[src/rtl/h1_scheduler_pkg.sv]
// rtl/h1_scheduler_pkg.sv - shared types and default sizes for the H1 scheduler
package h1_scheduler_pkg;

   localparam int DEF_NCH = 4;
   localparam int DEF_W   = 16;

   typedef enum logic {
      RUN   = 1'b0,
      FLUSH = 1'b1
   } state_t;

endpackage

[src/rtl/h1_core.sv]
// rtl/h1_core.sv - combinational H1 kernel y = 2*h1 - 4*h2 (mod 2^W)
//
// Ports:
//   h1 : previous sample x[n-1]
//   h2 : sample before that, x[n-2]
//   y  : 2*h1 - 4*h2, wrapped to W bits, no saturation
module h1_core
   import h1_scheduler_pkg::*;
#(
   parameter int W = DEF_W
) (
   input  logic [W-1:0] h1,
   input  logic [W-1:0] h2,
   output logic [W-1:0] y
);

   // Shifts drop the top bits, which is exactly the modulo-2^W behaviour wanted.
   assign y = {h1[W-2:0], 1'b0} - {h2[W-3:0], 2'b00};

endmodule

[src/rtl/h1_scheduler.sv]
// rtl/h1_scheduler.sv - round-robin multi-channel scheduler around one shared H1 datapath
//
// Ports:
//   CLK       : clock, rising edge
//   reset     : asynchronous active-low reset
//   clear     : request to zero every channel history (takes NCH cycles)
//   in_valid  : per-channel sample valid
//   in_data   : channel i sample at [i*W +: W]
//   in_ready  : one-hot grant, combinational
//   out_valid : out_data/out_chan hold a result
//   out_ready : downstream accept
//   out_data  : H1 result of the accepted sample
//   out_chan  : channel that produced out_data
//   busy      : high while histories are being flushed
module h1_scheduler
   import h1_scheduler_pkg::*;
#(
   parameter int NCH = DEF_NCH,
   parameter int W   = DEF_W
) (
   input  logic                    CLK,
   input  logic                    reset,
   input  logic                    clear,
   input  logic [NCH-1:0]          in_valid,
   input  logic [NCH*W-1:0]        in_data,
   output logic [NCH-1:0]          in_ready,
   output logic                    out_valid,
   input  logic                    out_ready,
   output logic [W-1:0]            out_data,
   output logic [$clog2(NCH)-1:0]  out_chan,
   output logic                    busy
);

   localparam int CW = $clog2(NCH);

   state_t          state;
   state_t          state_nxt;
   logic [CW-1:0]   rr_ptr;
   logic [CW-1:0]   flush_idx;
   logic [CW-1:0]   cand;
   logic [CW-1:0]   grant_idx;
   logic            grant_any;
   logic            grant_ok;
   logic            take;
   logic [W-1:0]    sel_x;
   logic [W-1:0]    core_y;
   logic [W-1:0]    h1_mem [NCH];
   logic [W-1:0]    h2_mem [NCH];

   // A grant needs RUN, no clear this cycle (clear wins), and a free or draining output slot.
   assign grant_ok = reset && (state == RUN) && !clear && (!out_valid || out_ready);

   // Round-robin search starting at rr_ptr; index arithmetic wraps because NCH is a power of two.
   always_comb begin
      cand      = '0;
      grant_any = 1'b0;
      grant_idx = '0;
      for (int k = 0; k < NCH; k++) begin
         cand = rr_ptr + CW'(k);
         if (!grant_any && in_valid[cand]) begin
            grant_any = 1'b1;
            grant_idx = cand;
         end
      end
   end

   assign take  = grant_ok && grant_any;
   assign sel_x = in_data[grant_idx*W +: W];

   always_comb begin
      in_ready = '0;
      if (take) begin
         in_ready[grant_idx] = 1'b1;
      end
   end

   h1_core #(.W(W)) u_core (
      .h1 (h1_mem[grant_idx]),
      .h2 (h2_mem[grant_idx]),
      .y  (core_y)
   );

   always_comb begin
      state_nxt = state;
      busy      = 1'b0;
      case (state)
         RUN: begin
            if (clear) begin
               state_nxt = FLUSH;
            end
         end
         FLUSH: begin
            busy = 1'b1;
            if (flush_idx == CW'(NCH - 1)) begin
               state_nxt = RUN;
            end
         end
         default: state_nxt = RUN;
      endcase
   end

   always_ff @(posedge CLK or negedge reset) begin
      if (!reset) begin
         state <= RUN;
      end else begin
         state <= state_nxt;
      end
   end

   always_ff @(posedge CLK or negedge reset) begin
      if (!reset) begin
         rr_ptr    <= '0;
         flush_idx <= '0;
         out_valid <= 1'b0;
         out_data  <= '0;
         out_chan  <= '0;
         for (int i = 0; i < NCH; i++) begin
            h1_mem[i] <= '0;
            h2_mem[i] <= '0;
         end
      end else begin
         if (take) begin
            out_valid         <= 1'b1;
            out_data          <= core_y;
            out_chan          <= grant_idx;
            rr_ptr            <= grant_idx + CW'(1);
            h2_mem[grant_idx] <= h1_mem[grant_idx];
            h1_mem[grant_idx] <= sel_x;
         end else if (out_ready) begin
            out_valid <= 1'b0;
         end

         // Grants never happen in FLUSH, so these writes never collide with the ones above.
         if (state == FLUSH) begin
            h1_mem[flush_idx] <= '0;
            h2_mem[flush_idx] <= '0;
            flush_idx         <= flush_idx + CW'(1);
         end else begin
            flush_idx <= '0;
         end
      end
   end

endmodule

[config.mk]
export PLATFORM = sky130hd
export DESIGN_NAME = h1_scheduler
export DESIGN_NICKNAME = d
export VERILOG_FILES = /design/src/rtl/h1_scheduler_pkg.sv /design/src/rtl/h1_core.sv /design/src/rtl/h1_scheduler.sv
export SDC_FILE = /design/constraint.sdc
export NUM_CORES = 1
export LEC_CHECK = 0
export BUFFER_PORTS_ARGS = -buffer_cell sky130_fd_sc_hd__clkbuf_2
export CAP_MARGIN = 30
export CORE_MARGIN = 5
export CORE_UTILIZATION = 30
export CTS_BUF_LIST = sky130_fd_sc_hd__clkbuf_4 sky130_fd_sc_hd__clkbuf_8 sky130_fd_sc_hd__clkbuf_16
export DETAILED_ROUTE_END_ITERATION = 16
export GPL_TIMING_DRIVEN = 0
export PLACE_DENSITY_LB_ADDON = 0.2
export SLEW_MARGIN = 15
export SYNTH_ARGS = -nofsm -noshare
export SYNTH_HDL_FRONTEND = slang
export SYNTH_SLANG_ARGS = --single-unit
[constraint.sdc]
create_clock -name CLK -period 5.4 [get_ports CLK]
set_clock_uncertainty 0.2 [all_clocks]
set_input_delay 1.08 -clock CLK [delete_from_list [all_inputs] [get_ports CLK]]
set_output_delay 1.08 -clock CLK [all_outputs]
set_load 0.05 [all_outputs]
==> results.json, run 1 <==
{
  "required_ns": 4.12,
  "relSlewSlack_pct": 42.65,
  "port_buffers": 90,
  "grt_pass1_wl_mm": 43.54,
  "cts-root-buf": "clkbuf_16",
  "slowest_delay_ns": 0.37,
  "drive_gt1_share_pct": 15.14,
  "fin_crit_ns": 5.244,
  "powerDensity_nw_per_um2": 582.4,
  "total_power_uw": 5563,
  "num-nets-final": 1235,
  "reg2reg_depth": 19,
  "cts_buffers": 17,
  "cts_sinks": 139,
  "synthTopCellsByArea": "dfrtp_1 (43%), nand2_1 (12%), nor2_1 (9.9%), a21oi_1 (7.7%), nand3_1 (4.2%)",
  "hp-class": "reg2reg",
  "core_region_area_sq_um": 26210,
  "synth_top_cell_by_area": "dfrtp_1",
  "post_cts_buffers": 0,
  "path_buf_inv": 6,
  "post-route-period-util_pct": 97.11,
  "status": "complete, no violations",
  "num_io_pins": 96,
  "wl_mm": 27.22,
  "yosysWarnings": 0,
  "postSynthCellCount": 1036,
  "hpwl_mm": 19.49,
  "first_pass_iters": 5,
  "nFillCells": 2796,
  "grt_pass1_vias": 7524,
  "grtUsageTotal_pct": 18.30,
  "rsz0062_at_grt": "no",
  "hold_depth": 2,
  "drt_iter0_drc": 653,
  "path_cells": "clkbuf_2, nor2b_2, o21ba_1, a211oi_2, buf_4, clkbuf_2, buf_2, ha_1, nand2_1, inv_2, clkbuf_2",
  "top_usage_layer": "met2",
  "dr_total_vias": 7400,
  "dieHeight_um": 173.5,
  "grt_max_degree": 92,
  "core.rowCount": 59,
  "ir_worst_vdd_v": 0.0002390,
  "syn-num-nets": 1128,
  "setup.worst_path.class": "in2out",
  "start_util_pct": 30.61,
  "setup_viol": 0,
  "min_from": "out_chan[0]",
  "fmax_ghz": 0.1907,
  "worstReg2RegEnd": "out_data[14]",
  "worstMarginPinSlew_ns": 0.8513,
  "area_growth_pct": 19.06,
  "cp_common_cell": "clkbuf_2",
  "wire_per_inst_um": 18.25,
  "grt.overflow.total": 0,
  "hold_end": "out_chan[0]",
  "grt_use_met2_pct": 28.73,
  "antenna_left": 0,
  "cp_max_fo": 11,
  "ctsHoldBuffers": 0,
  "chipWidth_um": 173.5,
  "yosysMostFrequentCell": "nand2_1",
  "post-place-ws_ns": -1.398,
  "antenna_found_initial": 0,
  "post_drt_via_cell_ratio": 4.963,
  "fin_area_sq_um": 9550,
  "gr-usage-met1_pct": 26.16,
  "synthFlopType": "dfrtp_1",
  "final_hold_viol_count": 0,
  "maxSlewViolCount": 0,
  "r2r_start": "rr_ptr[0]",
  "drv_cap": 0,
  "async_reset_ff_share_pct": 100.0,
  "ff2ff_setup_slack_ns": 0.60,
  "syn_avg_cell_area_sq_um": 7.743,
  "leakage_uw": 0.004632,
  "cts.htree.levels": 4,
  "drc": 0,
  "ys_seq_elements": 139,
  "clk_pin_slew_ns": 0.06,
  "dieArea_sq_um": 30110,
  "post_dp_cell_area_sq_um": 8941,
  "cts_tree": "done",
  "crit_arrival_ns": 3.96,
  "gr-usage-met3_pct": 3.882,
  "mappedNetlistArea_sq_um": 8021,
  "yosys.area.top_type_share_pct": 43.36,
  "clockBufferDepth": 2,
  "critPathLaunchType": "primary input",
  "gp_congestion": 0.8245,
  "synth_edf_count": 0,
  "ys_seq_area_share_pct": 43.36,
  "clock_latency_ns": 0.42,
  "final.setup.worst_slack_ns": 0.1560,
  "slowest_stage": "buf_2",
  "endpoint_kind": "output pin",
  "cts-resized-gates": 10,
  "yosys.cell_types.count": 61,
  "antennaDiodeCount": 0,
  "synthTopCellsByCount": "nand2_1 (247), nor2_1 (212), dfrtp_1 (139), a21oi_1 (124), nand3_1 (67)",
  "crit_family": "buffers and inverters"
}
==> layer usage <==
| layer | vias up | wire, um |
|---|---|---|
| li1 | 3598 | - |
| met5 | - | 0 |
| met1 | 3542 | 13380 |
| met2 | 236 | 11940 |
| met3 | 24 | 1536 |
| met4 | 0 | 359 |
==> logic make-up after synthesis <==
logic type	share of synthesized area (%)
flip-flops	43.36
adder cells (fa/ha/maj)	3.213
other	0.04675
AND/OR/NAND/NOR	28.62
AO/OA/AOI/OAI	13.31
multiplexers	3.697
XOR/XNOR	2.933
buffers and inverters	4.820
==> worst max-delay path by stage <==
stage	startpoint	to	slack, ns	cells past startpoint
2_1_floorplan	in_valid[2]	out_data[14]	0.07	20
3_3_place_gp	reset	in_ready[1]	-3.02	6
3_5_place_dp	in_valid[0]	out_data[14]	-1.40	21
4_1_cts	in_valid[2]	in_ready[3]	0.03	13
5_1_grt	in_valid[2]	out_data[14]	0.007	19
6_report	in_valid[0]	in_ready[1]	0.16	11
==> placed cells by master, fill, tap and decap left out, types with 6 or more instances in the layout <==
cell type  count
dfrtp_1      139
clkbuf_1      44
mux2i_1       15
inv_1         19
o21ai_0       20
ha_1          19
clkbuf_16     17
and2_1         6
nand3_1       67
nand2_1      244
clkbuf_2      91
xor2_1         9
nor2_1       212
a21oi_1      124
xnor2_1       16
nor2b_1        8
==> report_power, final <==
part / total, uW / internal, uW / switching (uW)
registers: 1420 / 1260 / 159
clock network: 1210 / 714 / 491
logic: 2940 / 928 / 2010
total: 5560 / 2910 / 2660
==> registers in the layout, indices dropped and copies added (netlist names) <==
register	flops
flush_idx	2
h1_mem	60
out_valid	1
state	1
h2_mem	56
out_data	15
rr_ptr	2
out_chan	2
==> worst reg2reg max path, stage by stage, from the launching register on <==
cell	delay (ns)
dfrtp_1	0.41
nor2b_1	0.16
a211o_1	0.12
and2_4	0.15
buf_12	0.15
buf_12	0.18
clkbuf_2	0.31
clkbuf_4	0.31
clkbuf_4	0.28
nand2_1	0.07
a31oi_1	0.25
ha_1	0.19
inv_1	0.07
fa_1	0.49
a221oi_4	0.38
nor4_4	0.10
o31ai_4	0.35
a211oi_2	0.13
o21a_1	0.19
o31ai_2	0.21
==> area by class of cell <==
| type | count | area [sq um] | share of cell area [%] |
|---|---|---|---|
| buffer | 61 | 302.8 | 3.170 |
| clock buffer | 20 | 460.4 | 4.821 |
| clock inverter | 12 | 141.4 | 1.480 |
| inverter | 22 | 83.83 | 0.8778 |
| multi-input combinational | 810 | 4170 | 43.67 |
| sequential | 139 | 3478 | 36.42 |
| tap | 335 | 419.2 | 4.389 |
| timing repair buffer | 92 | 494.2 | 5.175 |
==> per-stage QoR <==
step | hold slack, ns | setup TNS [ns] | std cells | utilization [%]
after floorplan | 0.2584 | 0 | 1036 | -
after global placement | 0.2516 | -256.63 | 1461 | 33.93
after detailed placement | 0.2550 | -25.89 | 1463 | 34.12
after CTS | 0.2684 | 0 | 1491 | 36.41
after global routing | 0.2988 | 0 | 1491 | 36.44
final | 0.2600 | 0 | 1491 | 36.44
Note: power is estimated with default switching activity, not from simulation.
==> inputs of run 2 (changes only) <==
==> constraint.sdc (replaced) <==
create_clock -name CLK -period 5.4 [get_ports CLK]
set_clock_uncertainty 0.2 [all_clocks]
set_input_delay 0 -clock CLK [delete_from_list [all_inputs] [get_ports CLK]]
set_output_delay 0 -clock CLK [all_outputs]
set_load 0.05 [all_outputs]
==> results.json, run 2 (same netlist as run 1, synthesis figures left out) <==
{
  "fin_area_sq_um": 10160,
  "ir_worst_vdd_v": 0.0002380,
  "ff_latch_area_sq_um": 3478,
  "wl_mm": 27.82,
  "final.setup.worst_slack_ns": 0.2518,
  "area_growth_pct": 26.66,
  "cts_tree": "done",
  "start_util_pct": 30.61,
  "regMostFlops": "h1_mem",
  "core.rowCount": 59,
  "required_ns": 5.53,
  "powerDensity_nw_per_um2": 567.0,
  "chipWidth_um": 173.5,
  "rsz0062_at_grt": "no",
  "setup_viol": 0,
  "core_region_area_sq_um": 26210,
  "wire_per_inst_um": 17.91,
  "dr_total_vias": 7654,
  "fmax_ghz": 0.1942,
  "top_regs": "h1_mem (60), h2_mem (56), out_data (15)",
  "cp_max_fo": 19,
  "worstMarginPinSlew_ns": 0.8506,
  "holdWs_ns": -0.0001001,
  "drt_iter0_drc": 684,
  "hp-class": "in2reg",
  "crit_arrival_ns": 5.28,
  "final_common_cell": "nand2_1",
  "antenna_left": 0,
  "antennaDiodeCount": 0,
  "cts.htree.levels": 4,
  "status": "complete, but fails checks",
  "multi_input_area_sq_um": 4163,
  "clockBufferDepth": 2,
  "post_dp_cell_area_sq_um": 8941,
  "cts_sinks": 139,
  "drc": 0,
  "grtUsageTotal_pct": 18.69,
  "cp_common_cell": "nand2_1",
  "path_cells": "nand2_1, a211o_1, and2_4, buf_12, clkinv_2, clkbuf_1, clkbuf_2, nand2_1, and3_1, a31oi_1, ha_1, inv_1, fa_1, a221oi_4, nor4_4, o31ai_4, a211oi_2, o21a_1, o31ai_2",
  "post-place-ws_ns": -0.5999,
  "fin_crit_ns": 5.148,
  "post_drt_via_cell_ratio": 4.929,
  "hpwl_mm": 19.49,
  "clock_latency_ns": 0.42,
  "endpoint_kind": "register",
  "nFillCells": 2738,
  "grt_pass1_wl_mm": 44.63,
  "leakage_uw": 0.004862,
  "grt_max_degree": 92,
  "stdcell_count": 1553,
  "final_hold_viol_count": 1,
  "clk_pin_slew_ns": 0.07,
  "critPathLaunchType": "register",
  "post_cts_buffers": 0,
  "first_pass_iters": 5,
  "failed_checks": "negative hold slack",
  "grt.overflow.total": 0,
  "dieHeight_um": 173.5,
  "gp_congestion": 0.8245,
  "final_cell_mix": "nand2_1 (247), nor2_1 (212), dfrtp_1 (139)",
  "post-route-period-util_pct": 95.34,
  "maxSlewViolCount": 0,
  "grt_pass1_vias": 7789,
  "slowest_stage": "clkbuf_2",
  "relSlewSlack_pct": 42.70,
  "port_buffers": 90,
  "cts_buffers": 17,
  "drive_gt1_share_pct": 13.88,
  "antenna_found_initial": 0,
  "setup.worst_path.class": "reg2reg",
  "num-nets-final": 1297,
  "crit_family": "compound AO/OA/AOI/OAI gates",
  "path_buf_inv": 5,
  "dp.cells": 1463,
  "drv_cap": 0,
  "largest_reg_flops": 60,
  "slowest_delay_ns": 0.57,
  "num_io_pins": 96,
  "dieArea_sq_um": 30110,
  "cts-root-buf": "clkbuf_16"
}
-- run 2: final cells by class --
class | instances | area share, %
multi-input cells | 810 | 40.97
flip-flops and latches | 139 | 34.24
repair buffers | 152 | 10.95
clock buffers | 20 | 4.532
well taps | 335 | 4.126
plain buffers | 63 | 2.968
clock inverters | 12 | 1.392
inverters | 22 | 0.8251
-- run 2: final timing paths --
path,from,endpoint,slack [ns],depth (start not counted)
max in group asynchronous,reset,h1_mem[36],4.01,4
worst min register to register,out_chan[0],out_chan[0],0.26,2
worst min-delay path,in_data[21],h1_mem[37],-0.0001,7
worst max-delay path,rr_ptr[1],out_data[14],0.25,19
min in group asynchronous,reset,out_data[6],0.52,4
worst max register to register,rr_ptr[1],out_data[14],0.25,19
-- run 2: report_power, final --
part / switching [uW] / internal [uW]
combinational: 2050 / 1090
sequential: 159 / 1260
clock: 490 / 714
-- run 2: timing repair --
| item | CTS | global route |
|---|---|---|
| endpoints found under the hold margin | 195 | 0 |
| cloned | 0 | 0 |
| hold buffers | 60 | 0 |
| endpoints found under the setup margin | 8 | 3 |
| resized for setup | 4 | 1 |
-- run 2: through the flow --
| stage | setup TNS (ns) | power, uW | utilization (%) |
|---|---|---|---|
| after floorplan | 0 | 3476 | - |
| after global placement | -111.21 | 4349 | 33.93 |
| after detailed placement | -1.907 | 4374 | 34.12 |
| after CTS | 0 | 5781 | 38.76 |
| after global routing | 0 | 6176 | 38.77 |
| final | 0 | 5761 | 38.77 |
-- run 2: layer usage --
layer	up-vias	track usage, %	part of all wire [%]
li1	3727	-	-
met1	3643	26.49	48
met2	255	29.81	44
met3	29	3.730	6.0
met4	0	3.824	1.5
met5	-	0	0
-- run 2: worst reg2reg max path: cells and delay by family (launching register included) --
kind                     cells  cell delay [ns]
flip-flops                   1             0.43
AO/OA/AOI/OAI                7             1.72
AND/OR/NAND/NOR              5             0.62
buffers and inverters        5             1.42
adder cells (fa/ha/maj)      2             0.68
==> inputs of run 3 (changes only) <==
clock period = 6.1 ns   (was 5.4 ns; I/O delays follow)
==> results.json, run 3 (same netlist as run 1, synthesis figures left out) <==
{
  "status": "complete, no violations",
  "final.setup.worst_slack_ns": 0.3785,
  "top_regs": "h1_mem (60), h2_mem (56), out_data (15)",
  "gp_congestion": 0.8245,
  "dieArea_sq_um": 30110,
  "cp_max_fo": 10,
  "port_buffers": 90,
  "path_cells": "nand2_1, a211o_1, and2_4, buf_12, clkinv_2, clkbuf_1, clkbuf_1, buf_1, nand2_1, and3_1, a31oi_1, ha_1, inv_1, fa_1, a221oi_4, nor4_4, o31ai_4, a211oi_2, o21a_1, o31ai_2",
  "hpwl_mm": 19.49,
  "rsz0062_at_grt": "no",
  "setup_viol": 0,
  "final_cell_mix": "nand2_1 (247), nor2_1 (212), dfrtp_1 (139)",
  "grt_pass1_vias": 7810,
  "post_cts_buffers": 0,
  "crit_family": "buffers and inverters",
  "total_power_uw": 5102,
  "cts-root-buf": "clkbuf_16",
  "grt_pass1_wl_mm": 44.68,
  "dieHeight_um": 173.5,
  "post_drt_via_cell_ratio": 4.964,
  "grt.overflow.total": 0,
  "crit_arrival_ns": 5.85,
  "post_dp_cell_area_sq_um": 8941,
  "drc": 0,
  "setup.worst_path.class": "reg2reg",
  "ir_worst_vdd_v": 0.0002119,
  "leakage_uw": 0.004856,
  "wl_mm": 27.95,
  "cts_sinks": 139,
  "regMostFlops": "h1_mem",
  "grt_max_degree": 92,
  "largest_reg_flops": 60,
  "fin_crit_ns": 5.721,
  "holdWs_ns": 0.008251,
  "first_pass_iters": 7,
  "start_util_pct": 30.61,
  "slowest_stage": "clkbuf_1",
  "endpoint_kind": "register",
  "worstMarginPinSlew_ns": 0.8540,
  "drt_iter0_drc": 672,
  "drive_gt1_share_pct": 13.61,
  "cts_tree": "done",
  "wire_per_inst_um": 17.97,
  "core_region_area_sq_um": 26210,
  "critPathLaunchType": "register",
  "fmax_ghz": 0.1748,
  "drv_cap": 0,
  "clk_pin_slew_ns": 0.06,
  "fin_area_sq_um": 10160,
  "slowest_delay_ns": 0.59,
  "antenna_left": 0,
  "grtUsageTotal_pct": 18.72,
  "multi_input_area_sq_um": 4163,
  "chipWidth_um": 173.5,
  "clock_latency_ns": 0.42,
  "nFillCells": 2739,
  "powerDensity_nw_per_um2": 502.0,
  "cts.htree.levels": 4,
  "hp-class": "in2reg",
  "hold_depth": 7,
  "cts_buffers": 17,
  "dr_total_vias": 7719,
  "final_common_cell": "nand2_1",
  "clockBufferDepth": 2,
  "final_hold_viol_count": 0,
  "antenna_found_initial": 0,
  "cp.depth": 20,
  "antennaDiodeCount": 0,
  "num_io_pins": 96,
  "required_ns": 6.23,
  "ff_latch_area_sq_um": 3478,
  "area_growth_pct": 26.70,
  "relSlewSlack_pct": 42.46,
  "path_buf_inv": 6,
  "maxSlewViolCount": 0,
  "post-route-period-util_pct": 93.79,
  "num-nets-final": 1299,
  "core.rowCount": 59,
  "post-route-util_pct": 38.78,
  "reg2reg_depth": 20,
  "post-place-ws_ns": 0.1001
}
==> run 3: cell types whose count changed in the layout (fill, tap and decap cells not counted), sizes merged <==
cell	delta
buf	+1
clkbuf	+1
==> run 3: per-stage QoR <==
step           cells  TNS (ns)
3_5_place_dp    1463         0
4_1_cts         1555         0
2_1_floorplan   1036         0
3_3_place_gp    1461    -25.20
5_1_grt         1555         0
6_report        1555         0
==> run 3: layout make-up <==
class                   count  share of cell area, %
flip-flops and latches    139                  34.22
inverters                  22                 0.8248
clock buffers              20                  4.530
multi-input cells         810                  40.96
repair buffers            152                  10.94
plain buffers              65                  3.004
well taps                 335                  4.124
clock inverters            12                  1.391
==> run 3: worst reg2reg max path, cell delays in order, from the launching register on <==
cell and delay, ns:
dfrtp_1 0.43, nand2_1 0.08, a211o_1 0.26, and2_4 0.17
buf_12 0.15, clkinv_2 0.12, clkbuf_1 0.50, clkbuf_1 0.59
buf_1 0.55, nand2_1 0.10, and3_1 0.18, a31oi_1 0.21
ha_1 0.19, inv_1 0.07, fa_1 0.49, a221oi_4 0.38
nor4_4 0.10, o31ai_4 0.35, a211oi_2 0.13, o21a_1 0.19
o31ai_2 0.20
==> run 3: repair_timing <==
action / 4_1_cts / 5_1_grt
hold endpoints to repair: 195 / 0
resized for setup: 0 / 3
setup endpoints to repair: 0 / 3
hold buffers: 60 / 0
==> run 3: power breakdown <==
group	total [uW]	switching, uW	internal [uW]	leakage [uW]
Clock	1060	432	632	0.000278
Sequential	1260	141	1120	0.00190
Combinational	2780	1820	964	0.00268
Total	5100	2390	2710	0.00486
==> run 3: routing by layer <==
| layer | wire length (um) | track usage [%] | vias up |
|---|---|---|---|
| met5 | 0 | 0 | - |
| met1 | 13210 | 26.39 | 3695 |
| met4 | 406 | 3.891 | 0 |
| li1 | - | - | 3727 |
| met2 | 12450 | 29.89 | 269 |
| met3 | 1879 | 3.860 | 28 |
==> run 3: final timing paths <==
kind / startpoint / endpoint / slack, ns
worst max register to register: rr_ptr[1] / out_data[14] / 0.38
max in group asynchronous: reset / h1_mem[44] / 4.73
worst max-delay path: rr_ptr[1] / out_data[14] / 0.38
worst min-delay path: in_data[21] / h1_mem[37] / 0.008
min in group asynchronous: reset / out_data[6] / 0.52
worst min register to register: out_chan[0] / out_chan[0] / 0.26
